File: config.mk
export PLATFORM = sky130hd
export DESIGN_NAME = mips_mc_core
export DESIGN_NICKNAME = d
export VERILOG_FILES = /design/src/rtl/mips_mc_pkg.sv /design/src/rtl/mips_mc_alu.sv /design/src/rtl/mips_mc_core.sv
export SDC_FILE = /design/constraint.sdc
export NUM_CORES = 2
export LEC_CHECK = 0
export ABC_AREA = 1
export CAP_MARGIN = 40
export CELL_PAD_IN_SITES_DETAIL_PLACEMENT = 0
export CELL_PAD_IN_SITES_GLOBAL_PLACEMENT = 1
export CORE_MARGIN = 10
export CORE_UTILIZATION = 46
export CTS_CLUSTER_DIAMETER = 120
export DETAILED_ROUTE_END_ITERATION = 10
export PLACE_DENSITY_LB_ADDON = 0.2
export SYNTH_ARGS = -nofsm -noshare
export SYNTH_HDL_FRONTEND = slang
export SYNTH_HIERARCHICAL = 1
export SYNTH_SLANG_ARGS = --single-unit
File: constraint.sdc
create_clock -name clk -period 49.3 [get_ports clk]
set_input_delay 7.395 -clock clk [delete_from_list [all_inputs] [get_ports clk]]
set_output_delay 7.395 -clock clk [all_outputs]
set_load 0.01 [all_outputs]
File: src/rtl/mips_mc_pkg.sv
// Shared definitions for the multi-cycle MIPS core: opcode/funct encodings,
// FSM state and ALU operation enums, and the 16-bit sign-extension helper.
package mips_mc_pkg;

  localparam logic [5:0] OP_RTYPE = 6'h00;
  localparam logic [5:0] OP_J     = 6'h02;
  localparam logic [5:0] OP_JAL   = 6'h03;
  localparam logic [5:0] OP_BEQ   = 6'h04;
  localparam logic [5:0] OP_BNE   = 6'h05;
  localparam logic [5:0] OP_ADDI  = 6'h08;
  localparam logic [5:0] OP_LH    = 6'h21;
  localparam logic [5:0] OP_LW    = 6'h23;
  localparam logic [5:0] OP_SH    = 6'h29;
  localparam logic [5:0] OP_SW    = 6'h2B;

  localparam logic [5:0] FN_SLL = 6'h00;
  localparam logic [5:0] FN_SRL = 6'h02;
  localparam logic [5:0] FN_JR  = 6'h08;
  localparam logic [5:0] FN_ADD = 6'h20;
  localparam logic [5:0] FN_SUB = 6'h22;
  localparam logic [5:0] FN_AND = 6'h24;
  localparam logic [5:0] FN_OR  = 6'h25;
  localparam logic [5:0] FN_SLT = 6'h2A;

  typedef enum logic [2:0] {
    ST_IDLE, ST_FETCH, ST_DECODE, ST_EXEC, ST_MEM, ST_WB, ST_TRAP
  } state_t;

  typedef enum logic [2:0] {
    ALU_ADD, ALU_SUB, ALU_AND, ALU_OR, ALU_SLT, ALU_SLL, ALU_SRL
  } alu_op_t;

  function automatic logic [31:0] sext16(input logic [15:0] v);
    return {{16{v[15]}}, v};
  endfunction

endpackage

File: src/rtl/mips_mc_alu.sv
// Combinational ALU of the multi-cycle core. Arithmetic wraps at 32 bits,
// slt compares signed, shifts take their amount from the shamt field.
module mips_mc_alu
  import mips_mc_pkg::*;
(
  input  alu_op_t     op,
  input  logic [31:0] a,
  input  logic [31:0] b,
  input  logic [4:0]  shamt,
  output logic [31:0] result,
  output logic        zero
);

  // Select the operation result; zero flag drives beq/bne decisions.
  always_comb begin
    result = 32'd0;
    case (op)
      ALU_ADD: result = a + b;
      ALU_SUB: result = a - b;
      ALU_AND: result = a & b;
      ALU_OR:  result = a | b;
      ALU_SLT: result = {31'd0, ($signed(a) < $signed(b))};
      ALU_SLL: result = b << shamt;
      ALU_SRL: result = b >> shamt;
      default: result = 32'd0;
    endcase
    zero = (result == 32'd0);
  end

endmodule

File: src/rtl/mips_mc_core.sv
// Multi-cycle MIPS core. One FSM walks IDLE/FETCH/DECODE/EXEC/MEM/WB and
// parks in TRAP on an illegal instruction or a misaligned data access.
// Handshake: a request (im_req/dm_req) stays high with address/data held
// stable until the matching ready is seen high in the same cycle; ready is
// ignored while its request is low.
// Optional macro MIPS_MC_PERF_CNT_EN adds cycle/instret counters; without it
// both counter ports read zero.
module mips_mc_core
  import mips_mc_pkg::*;
#(
  parameter int          ADDR_W   = 18,
  parameter int unsigned RESET_PC = 0
) (
  input  logic              clk,
  input  logic              rst,
  output logic              im_req,
  output logic [ADDR_W-3:0] im_addr,
  input  logic [31:0]       im_rdata,
  input  logic              im_ready,
  output logic              dm_req,
  output logic              dm_we,
  output logic [3:0]        dm_be,
  output logic [ADDR_W-3:0] dm_addr,
  output logic [31:0]       dm_wdata,
  input  logic [31:0]       dm_rdata,
  input  logic              dm_ready,
  output logic              retire,
  output logic              trap,
  output logic [31:0]       cycle_cnt,
  output logic [31:0]       instret_cnt
);

  state_t            state_q, state_d;
  logic [ADDR_W-1:0] pc_q;
  logic [31:0]       ir_q, a_q, b_q, res_q;
  logic [31:0]       regs [32];
  logic [ADDR_W-3:0] dm_addr_q;
  logic [31:0]       dm_wdata_q;
  logic [3:0]        dm_be_q;
  logic              dm_we_q, half_sel_q;

  logic [5:0]  opcode, funct;
  logic [4:0]  rs, rt, rd;
  logic [15:0] imm;
  assign opcode = ir_q[31:26];
  assign rs     = ir_q[25:21];
  assign rt     = ir_q[20:16];
  assign rd     = ir_q[15:11];
  assign funct  = ir_q[5:0];
  assign imm    = ir_q[15:0];

  logic    legal, is_alu_r, is_br, is_j, is_jal, is_jr;
  logic    is_load, is_store, is_half, use_imm;
  alu_op_t alu_op;

  // Instruction decode from IR; anything not recognised stays illegal.
  always_comb begin
    legal = 1'b0; is_alu_r = 1'b0; is_br = 1'b0; is_j = 1'b0; is_jal = 1'b0;
    is_jr = 1'b0; is_load = 1'b0; is_store = 1'b0; is_half = 1'b0;
    use_imm = 1'b0; alu_op = ALU_ADD;
    case (opcode)
      OP_RTYPE: begin
        is_alu_r = 1'b1;
        legal    = 1'b1;
        case (funct)
          FN_ADD:  alu_op = ALU_ADD;
          FN_SUB:  alu_op = ALU_SUB;
          FN_AND:  alu_op = ALU_AND;
          FN_OR:   alu_op = ALU_OR;
          FN_SLT:  alu_op = ALU_SLT;
          FN_SLL:  alu_op = ALU_SLL;
          FN_SRL:  alu_op = ALU_SRL;
          FN_JR:   begin is_jr = 1'b1; is_alu_r = 1'b0; end
          default: begin legal = 1'b0; is_alu_r = 1'b0; end
        endcase
      end
      OP_ADDI: begin legal = 1'b1; use_imm = 1'b1; end
      OP_LW:   begin legal = 1'b1; use_imm = 1'b1; is_load = 1'b1; end
      OP_LH:   begin legal = 1'b1; use_imm = 1'b1; is_load = 1'b1; is_half = 1'b1; end
      OP_SW:   begin legal = 1'b1; use_imm = 1'b1; is_store = 1'b1; end
      OP_SH:   begin legal = 1'b1; use_imm = 1'b1; is_store = 1'b1; is_half = 1'b1; end
      OP_BEQ, OP_BNE: begin legal = 1'b1; is_br = 1'b1; alu_op = ALU_SUB; end
      OP_J:    begin legal = 1'b1; is_j = 1'b1; end
      OP_JAL:  begin legal = 1'b1; is_j = 1'b1; is_jal = 1'b1; end
      default: legal = 1'b0;
    endcase
  end

  logic [31:0] alu_res;
  logic        alu_zero;

  mips_mc_alu u_alu (
    .op     (alu_op),
    .a      (a_q),
    .b      (use_imm ? sext16(imm) : b_q),
    .shamt  (ir_q[10:6]),
    .result (alu_res),
    .zero   (alu_zero)
  );

  logic [ADDR_W-1:0] pc4, br_tgt, j_tgt, pc_xfer, mem_addr;
  logic              ctrl_xfer, br_taken, misaligned;

  assign pc4      = pc_q + ADDR_W'(4);
  assign br_tgt   = pc4 + ADDR_W'(sext16(imm) << 2);
  assign br_taken = (opcode == OP_BEQ) ? alu_zero : !alu_zero;
  assign ctrl_xfer = is_br | is_j | is_jr;
  assign mem_addr = alu_res[ADDR_W-1:0];
  assign misaligned = is_half ? mem_addr[0] : (mem_addr[1:0] != 2'b00);

  // Jump targets keep the PC's upper bits only when the address is wider than 28 bits.
  if (ADDR_W > 28) begin : g_jhi
    assign j_tgt = {pc4[ADDR_W-1:28], ir_q[25:0], 2'b00};
  end else begin : g_jlo
    assign j_tgt = {ir_q[ADDR_W-3:0], 2'b00};
  end

  // Next PC for branch/jump/jr in EXEC.
  always_comb begin
    pc_xfer = pc4;
    if (is_jr)                pc_xfer = a_q[ADDR_W-1:0];
    else if (is_j)            pc_xfer = j_tgt;
    else if (is_br && br_taken) pc_xfer = br_tgt;
  end

  // Next-state and handshake/status outputs, all decoded from the state.
  always_comb begin
    state_d = state_q;
    im_req  = 1'b0;
    dm_req  = 1'b0;
    retire  = 1'b0;
    trap    = 1'b0;
    case (state_q)
      ST_IDLE:   state_d = ST_FETCH;
      ST_FETCH: begin
        im_req = 1'b1;
        if (im_ready) state_d = ST_DECODE;
      end
      ST_DECODE: state_d = legal ? ST_EXEC : ST_TRAP;
      ST_EXEC: begin
        if (ctrl_xfer) begin
          retire  = 1'b1;
          state_d = ST_FETCH;
        end else if (is_load || is_store) begin
          state_d = misaligned ? ST_TRAP : ST_MEM;
        end else begin
          state_d = ST_WB;
        end
      end
      ST_MEM: begin
        dm_req = 1'b1;
        if (dm_ready) begin
          retire  = is_store;
          state_d = is_store ? ST_FETCH : ST_WB;
        end
      end
      ST_WB: begin
        retire  = 1'b1;
        state_d = ST_FETCH;
      end
      ST_TRAP:   trap = 1'b1;
      default:   state_d = ST_TRAP;
    endcase
  end

  // FSM state register.
  always_ff @(posedge clk or posedge rst) begin
    if (rst) state_q <= ST_IDLE;
    else     state_q <= state_d;
  end

  assign im_addr  = pc_q[ADDR_W-1:2];
  assign dm_addr  = dm_addr_q;
  assign dm_wdata = dm_wdata_q;
  assign dm_we    = dm_req & dm_we_q;
  assign dm_be    = dm_req ? dm_be_q : 4'b0000;

  // Datapath registers: IR, operands, result, PC and the held data request.
  always_ff @(posedge clk or posedge rst) begin
    if (rst) begin
      pc_q       <= ADDR_W'(RESET_PC);
      ir_q       <= '0;
      a_q        <= '0;
      b_q        <= '0;
      res_q      <= '0;
      dm_addr_q  <= '0;
      dm_wdata_q <= '0;
      dm_be_q    <= '0;
      dm_we_q    <= 1'b0;
      half_sel_q <= 1'b0;
    end else begin
      case (state_q)
        ST_FETCH: if (im_ready) ir_q <= im_rdata;
        ST_DECODE: begin
          a_q <= (rs == 5'd0) ? 32'd0 : regs[rs];
          b_q <= (rt == 5'd0) ? 32'd0 : regs[rt];
        end
        ST_EXEC: begin
          res_q <= alu_res;
          if (ctrl_xfer) pc_q <= pc_xfer;
          if ((is_load || is_store) && !misaligned) begin
            dm_addr_q  <= mem_addr[ADDR_W-1:2];
            dm_we_q    <= is_store;
            half_sel_q <= mem_addr[1];
            dm_wdata_q <= !is_store ? 32'd0 :
                          is_half ? {b_q[15:0], b_q[15:0]} : b_q;
            dm_be_q    <= !is_store ? 4'b0000 :
                          !is_half ? 4'b1111 :
                          mem_addr[1] ? 4'b1100 : 4'b0011;
          end
        end
        ST_MEM: if (dm_ready) begin
          if (is_store) pc_q <= pc4;
          else res_q <= !is_half ? dm_rdata :
                        sext16(half_sel_q ? dm_rdata[31:16] : dm_rdata[15:0]);
        end
        ST_WB: pc_q <= pc4;
        default: ;
      endcase
    end
  end

  logic        rf_we;
  logic [4:0]  rf_waddr;
  logic [31:0] rf_wdata;

  // Register-file write port: jal links in EXEC, everything else writes in WB.
  always_comb begin
    rf_we    = 1'b0;
    rf_waddr = 5'd0;
    rf_wdata = res_q;
    if (state_q == ST_EXEC && is_jal) begin
      rf_we    = 1'b1;
      rf_waddr = 5'd31;
      rf_wdata = 32'(pc4);
    end else if (state_q == ST_WB) begin
      rf_we    = 1'b1;
      rf_waddr = is_alu_r ? rd : rt;
    end
  end

  // Register file; $0 is never written so it always reads zero.
  always_ff @(posedge clk or posedge rst) begin
    if (rst) begin
      for (int i = 0; i < 32; i++) regs[i] <= 32'd0;
    end else if (rf_we && rf_waddr != 5'd0) begin
      regs[rf_waddr] <= rf_wdata;
    end
  end

`ifdef MIPS_MC_PERF_CNT_EN
  logic [31:0] cyc_q, ins_q;

  // Active-cycle and retired-instruction counters, wrapping at 2^32.
  always_ff @(posedge clk or posedge rst) begin
    if (rst) begin
      cyc_q <= 32'd0;
      ins_q <= 32'd0;
    end else begin
      if (state_q != ST_IDLE && state_q != ST_TRAP) cyc_q <= cyc_q + 32'd1;
      if (retire) ins_q <= ins_q + 32'd1;
    end
  end

  assign cycle_cnt   = cyc_q;
  assign instret_cnt = ins_q;
`else
  assign cycle_cnt   = 32'd0;
  assign instret_cnt = 32'd0;
`endif

endmodule
Word-level counts from Yosys, hierarchy flattened:

Cells that the tools add are included.
W data, S select, Z words.

* order comparisons: 5
* reductions and logical operators: 34
* add/subtract/negate cells: 4
* mux-type cells: 68
* shift-type cells: 2
* bitwise gates (word level): 9
* equal/unequal tests: 33

Operators by type and width (count)
* $bwmux W1024: 1
* $mux W32: 14
* $bmux W32 S5: 2
* $pmux W32 S7: 1
* $demux W32 S5: 1
* $mux W18: 6
* $pmux W32 S2: 1
* $eq A6 B6 Y1 const B: 9
* $pmux W18 S3: 1
* $pmux W3 S6: 2
* $add A32 B32 Y32: 1
* $and A32 B32 Y32: 1
* $logic_not A32 Y1: 1
* $lt A32 B32 Y1: 1
* $or A32 B32 Y32: 1
* $shl A32 B5 Y32: 1
* $shr A32 B5 Y32: 1
* $sub A32 B32 Y32: 1
* $mux W1: 21
* $add A18 B18 Y18: 1
* $add A18 B3 Y18 const B: 1
* $eq A3 B3 Y1 const B: 6
* $eq A6 B2 Y1 const B: 3
* $ge A6 B6 Y1 const B: 3
* 35 further kinds: 74

* flip-flop bits (word level): 1227
* output and inout bits: 137
* input bits: 68
* logic and storage cells: 198

Logic depth before layout (Yosys ltp):

* depth after elaboration: 15
* depth in mapped cells: 40
* depth with buffers taken out: 37

Cells and area by module:

The synthesis kept the hierarchy.

Modules (own cells, without submodules)
* mips_mc_core: times used 1, cells each 9520, area each 68041.5 sq um
* mips_mc_alu: times used 1, cells each 2038, area each 9974.6 sq um

Worst setup path after synthesis:

Ideal clock, no wire load.

* path type: input port to output port
* start: input dm_ready
* end: output retire
* arrival: 7961 ps
* stages: 5
* path buffers: 1
* data required time: 41905 ps
* path slack: 33944 ps
* path through: nor2_1 -> a21oi_1 -> nand3_1 -> inv_1 -> buf_2

* word-level cells in the longest chain between the ends: 2

Ends and longest elaborated chain
* from (decl): line mips_mc_core.sv:26 `input logic dm_ready,`
* $mux W1: line mips_mc_core.sv:152 `if (dm_ready) begin`
* $pmux W1 S3: line mips_mc_core.sv:133 `case (state_q)`
* to (decl): line mips_mc_core.sv:27 `output logic retire,`

No other way between the ends.

Final worst setup path:

Same ends and word-level chain as after synthesis.

==> impl_metrics.yaml <==
status:
  status: "finished, final reports clean"
routing:
  drc_errors: 0
  wl_um: 357000
  avgViaCountPerCell: 6.09
  final_antenna_net_count: 0
  vias: 82200
  drt-pass1-iter-count: 7
  wl_per_cell_um: 26.5
  drt-initial-drc-count: 11100
global_routing:
  met1_usage_pct: 46.6
  overflow: 0
  grtUsageMet2_pct: 56.7
  grt_antenna_before_repair: 6
  grt_pass1_wl_um: 518000
  grt_usage_pct: 36.8
  grt_use_met3_pct: 10.1
  grt_busiest_layer: "met2"
  grt_pass1_vias: 77200
  grt_max_degree: 157
floorplanning:
  dieArea_um2: 186000
  die_w_um: 432
  fp.dieH_um: 432
  io_pins: 205
  core_area_um2: 169000
  core.rowCount: 151
  initial_utilization_pct: 46.1
layout:
  multi_input_area_um2: 41200
  fin_nets: 11400
  fin_util_pct: 50.6
  syn_to_final_growth_pct: 9.63
  fillers: 16900
  seq_area_um2: 30700
  fin_area_um2: 85500
  drive_above_1_share_pct: 6.12
clocking:
  cts-root-buf: "clkbuf_16"
  cts_num_sinks: 1225
  cts_setup_buffers: 0
  clk_latency_ns: 0.84
  cts_resized: 0
  hold_buffers: 0
  cts_tree: "done"
  path_clk_slew_ns: 0.06
  cts_buffers: 142
  clock_path_buffers: 3
  htree_levels: 4
setup_path:
  path_max_fanout: 23
  r2r_end: "pc_q[7]$_DFFE_PP0P_"
  setup.worst_path.start_class: "primary input"
  r2r_slack_ns: 42.02
  path_cells: "clkdlybuf4s50_1 > nor2_1 > a21oi_1 > nand3_1 > inv_1 > clkdlybuf4s50_1"
  crit_family: "buffers and inverters"
  cp-end-kind: "output port"
  required_ns: 41.91
  r2r_cells: 28
  slowest_stage: "nand3_1"
  reg2reg_from: "ir_q[30]$_DFFE_PP0P_"
  worstPathArrival_ns: 10.09
  crit_path_max_incr_delay_ns: 0.66
  path_buf_inv: 3
  path_class: "in -> out"
  crit_top_cell: "clkdlybuf4s50_1"
timing:
  finalSetupViolCount: 0
  report.final.slew_viol_count: 0
  post-route-period-util_pct: 35.5
  setup_tns_ns: 0
  min_period_ns: 17.49
  rsz0062_at_grt: "false"
  finalClockSkew_ns: 0.0339
  relSlewSlack_pct: 32.4
  max_freq_ghz: 0.0572
  timing.hold.ws_ns: 0.376
  finalHoldViolations: 0
  tightestPinTransition_ns: 1.01
placement:
  portBuffers: 140
  place_area_um2: 80800
  dp_hpwl_um: 223000
  place_congestion: 1.01
synthesis:
  ys_types: 57
  synth_seq_cells: 1225
  ys_seq_area_share_pct: 39.3
  synthFlopType: "dfrtp_1"
  yosys_warnings: 6
  synth-edff-count: 0
  postSynthAreaPerCell_um2: 6.75
  postSynthCellCount: 11600
  syn_area_um2: 78000
  async_flop_share_pct: 100
power_and_ir_drop:
  internal_power_mw: 2.85
  swShare_pct: 53.9
  vdd_drop_max_mv: 0.0522
  p_leak_nw: 43.1
  powerDensity_nw_per_um2: 72.3
  clockPowerShare_pct: 17.7
  pwr-share-seq_pct: 25.0
  combPwrFrac_pct: 57.3
  power.switching_mw: 3.33
flow_run:
  cap_viol_max_count: 0
hold_path:
  holdPathStages: 0
  hold_path_class: "reg -> reg"
  hold_path_end: "regs[1004]$_DFFE_PP0P_"
  hp-start: "regs[1004]$_DFFE_PP0P_"
-- sequential cells by signal (all words and copies together), names as in the netlist --
signal      flops
dm_be_q         2
a_q            32
ir_q           32
dm_we_q         1
b_q            32
res_q          32
dm_wdata       32
state_q         3
dm_addr        16
regs         1024
half_sel_q      1
pc_q           18
-- cells by family after synthesis --
kind of cell / Yosys count / synth area share (%)
buffers and inverters: 1618 / 8.63
AOI/OAI and AO/OA: 2298 / 16.1
and+or+nand+nor: 6138 / 32.0
xor gates and xnor gates: 12 / 0.135
DFF: 1225 / 39.3
other: 1 / 0.00481
muxes: 134 / 1.73
adders and majority gates: 132 / 2.15
-- synthesized netlist by cell type (10+ instances only) --
cell type / count / area [um2]
nand2_1: 3948 / 14800
o21ai_0: 1257 / 6290
dfrtp_1: 1225 / 30700
nand3_1: 989 / 4950
nor2_1: 972 / 3650
clkbuf_1: 624 / 2340
inv_1: 596 / 2240
a21oi_1: 507 / 2540
o22ai_1: 288 / 1800
buf_2: 229 / 1150
ha_1: 129 / 1610
mux2i_1: 126 / 1260
nand4_1: 94 / 588
o211ai_1: 86 / 646
buf_4: 73 / 548
o221ai_1: 66 / 578
buf_1: 50 / 188
nor2_2: 33 / 206
o21a_1: 31 / 233
inv_2: 26 / 97.6
nand2_2: 20 / 125
nor3_1: 20 / 100
a31oi_1: 18 / 113
a221oi_1: 15 / 131
or2_2: 11 / 68.8
buf_6: 10 / 113
nand3_2: 10 / 100
-- worst reg2reg max path: cells and delay by family, from the launching register on --
family                     cells  cell delay, ns
AOI/OAI and AO/OA              4            1.22
DFF                            1            0.38
and+or+nand+nor               20            4.39
adders and majority gates      1            0.50
buffers and inverters          3            0.69
-- power groups by stage --
stage	Sequential [mW]	Clock, mW	Combinational, mW
2_1_floorplan	1.44	0	2.22
3_3_place_gp	1.55	0	3.35
3_5_place_dp	1.55	0	3.41
4_1_cts	1.53	1.10	3.42
5_1_grt	1.57	1.14	3.79
6_report	1.55	1.09	3.54
-- metrics by stage --
step / worst slack (ns) / power [mW] / cells
floorplan: 7.39 / 3.65 / 11600
global placement: 31.91 / 4.90 / 13200
detailed placement: 31.88 / 4.95 / 13200
CTS: 31.86 / 6.05 / 13500
global route: 31.73 / 6.50 / 13500
finish: 31.81 / 6.18 / 13500
-- final cells by class --
cell class / count / share of cell area, %
multi-input combinational: 8778 / 48.2
sequential: 1225 / 35.9
inverter: 628 / 2.80
tap: 2218 / 3.24
timing repair buffer: 392 / 4.37
clock inverter: 42 / 0.579
antenna: 3 / 0.00878
clock buffer: 213 / 4.92
-- cells in the final DEF, fill, tap and decap left out, types with 47 or more instances in the layout --
cell type and count:
a21oi_1 506, buf_4 218, clkbuf_16 148, clkdlybuf4s50_1 140
conb_1 64, dfrtp_1 1213, ha_1 129, inv_1 588
mux2i_1 126, nand2_1 3919, nand2_2 47, nand3_1 988
nand4_1 94, nor2_1 947, o211ai_1 86, o21ai_0 1237
o221ai_1 66, o22ai_1 288
-- layer usage --
metal | part of all wire (%) | wire length [um] | vias to the layer above
li1 | - | - | 36900
met1 | 38 | 135000 | 39100
met2 | 44 | 156000 | 5019
met3 | 12 | 42300 | 1124
met4 | 6.4 | 23000 | 8
met5 | 0.020 | 70 | -
-- how the worst max path moves through the flow --
stage                     slack, ns  startpoint  cells past startpoint            endpoint
after detailed placement      31.88    dm_ready                      6              retire
after floorplan                7.39         rst                      1  a_q[0]$_DFFE_PP0P_
final                         31.81    dm_ready                      6              retire
after global placement        31.91    dm_ready                      6              retire
after CTS                     31.86    dm_ready                      6              retire
after global routing          31.73    dm_ready                      6              retire
(Power assumes the default switching activity.)
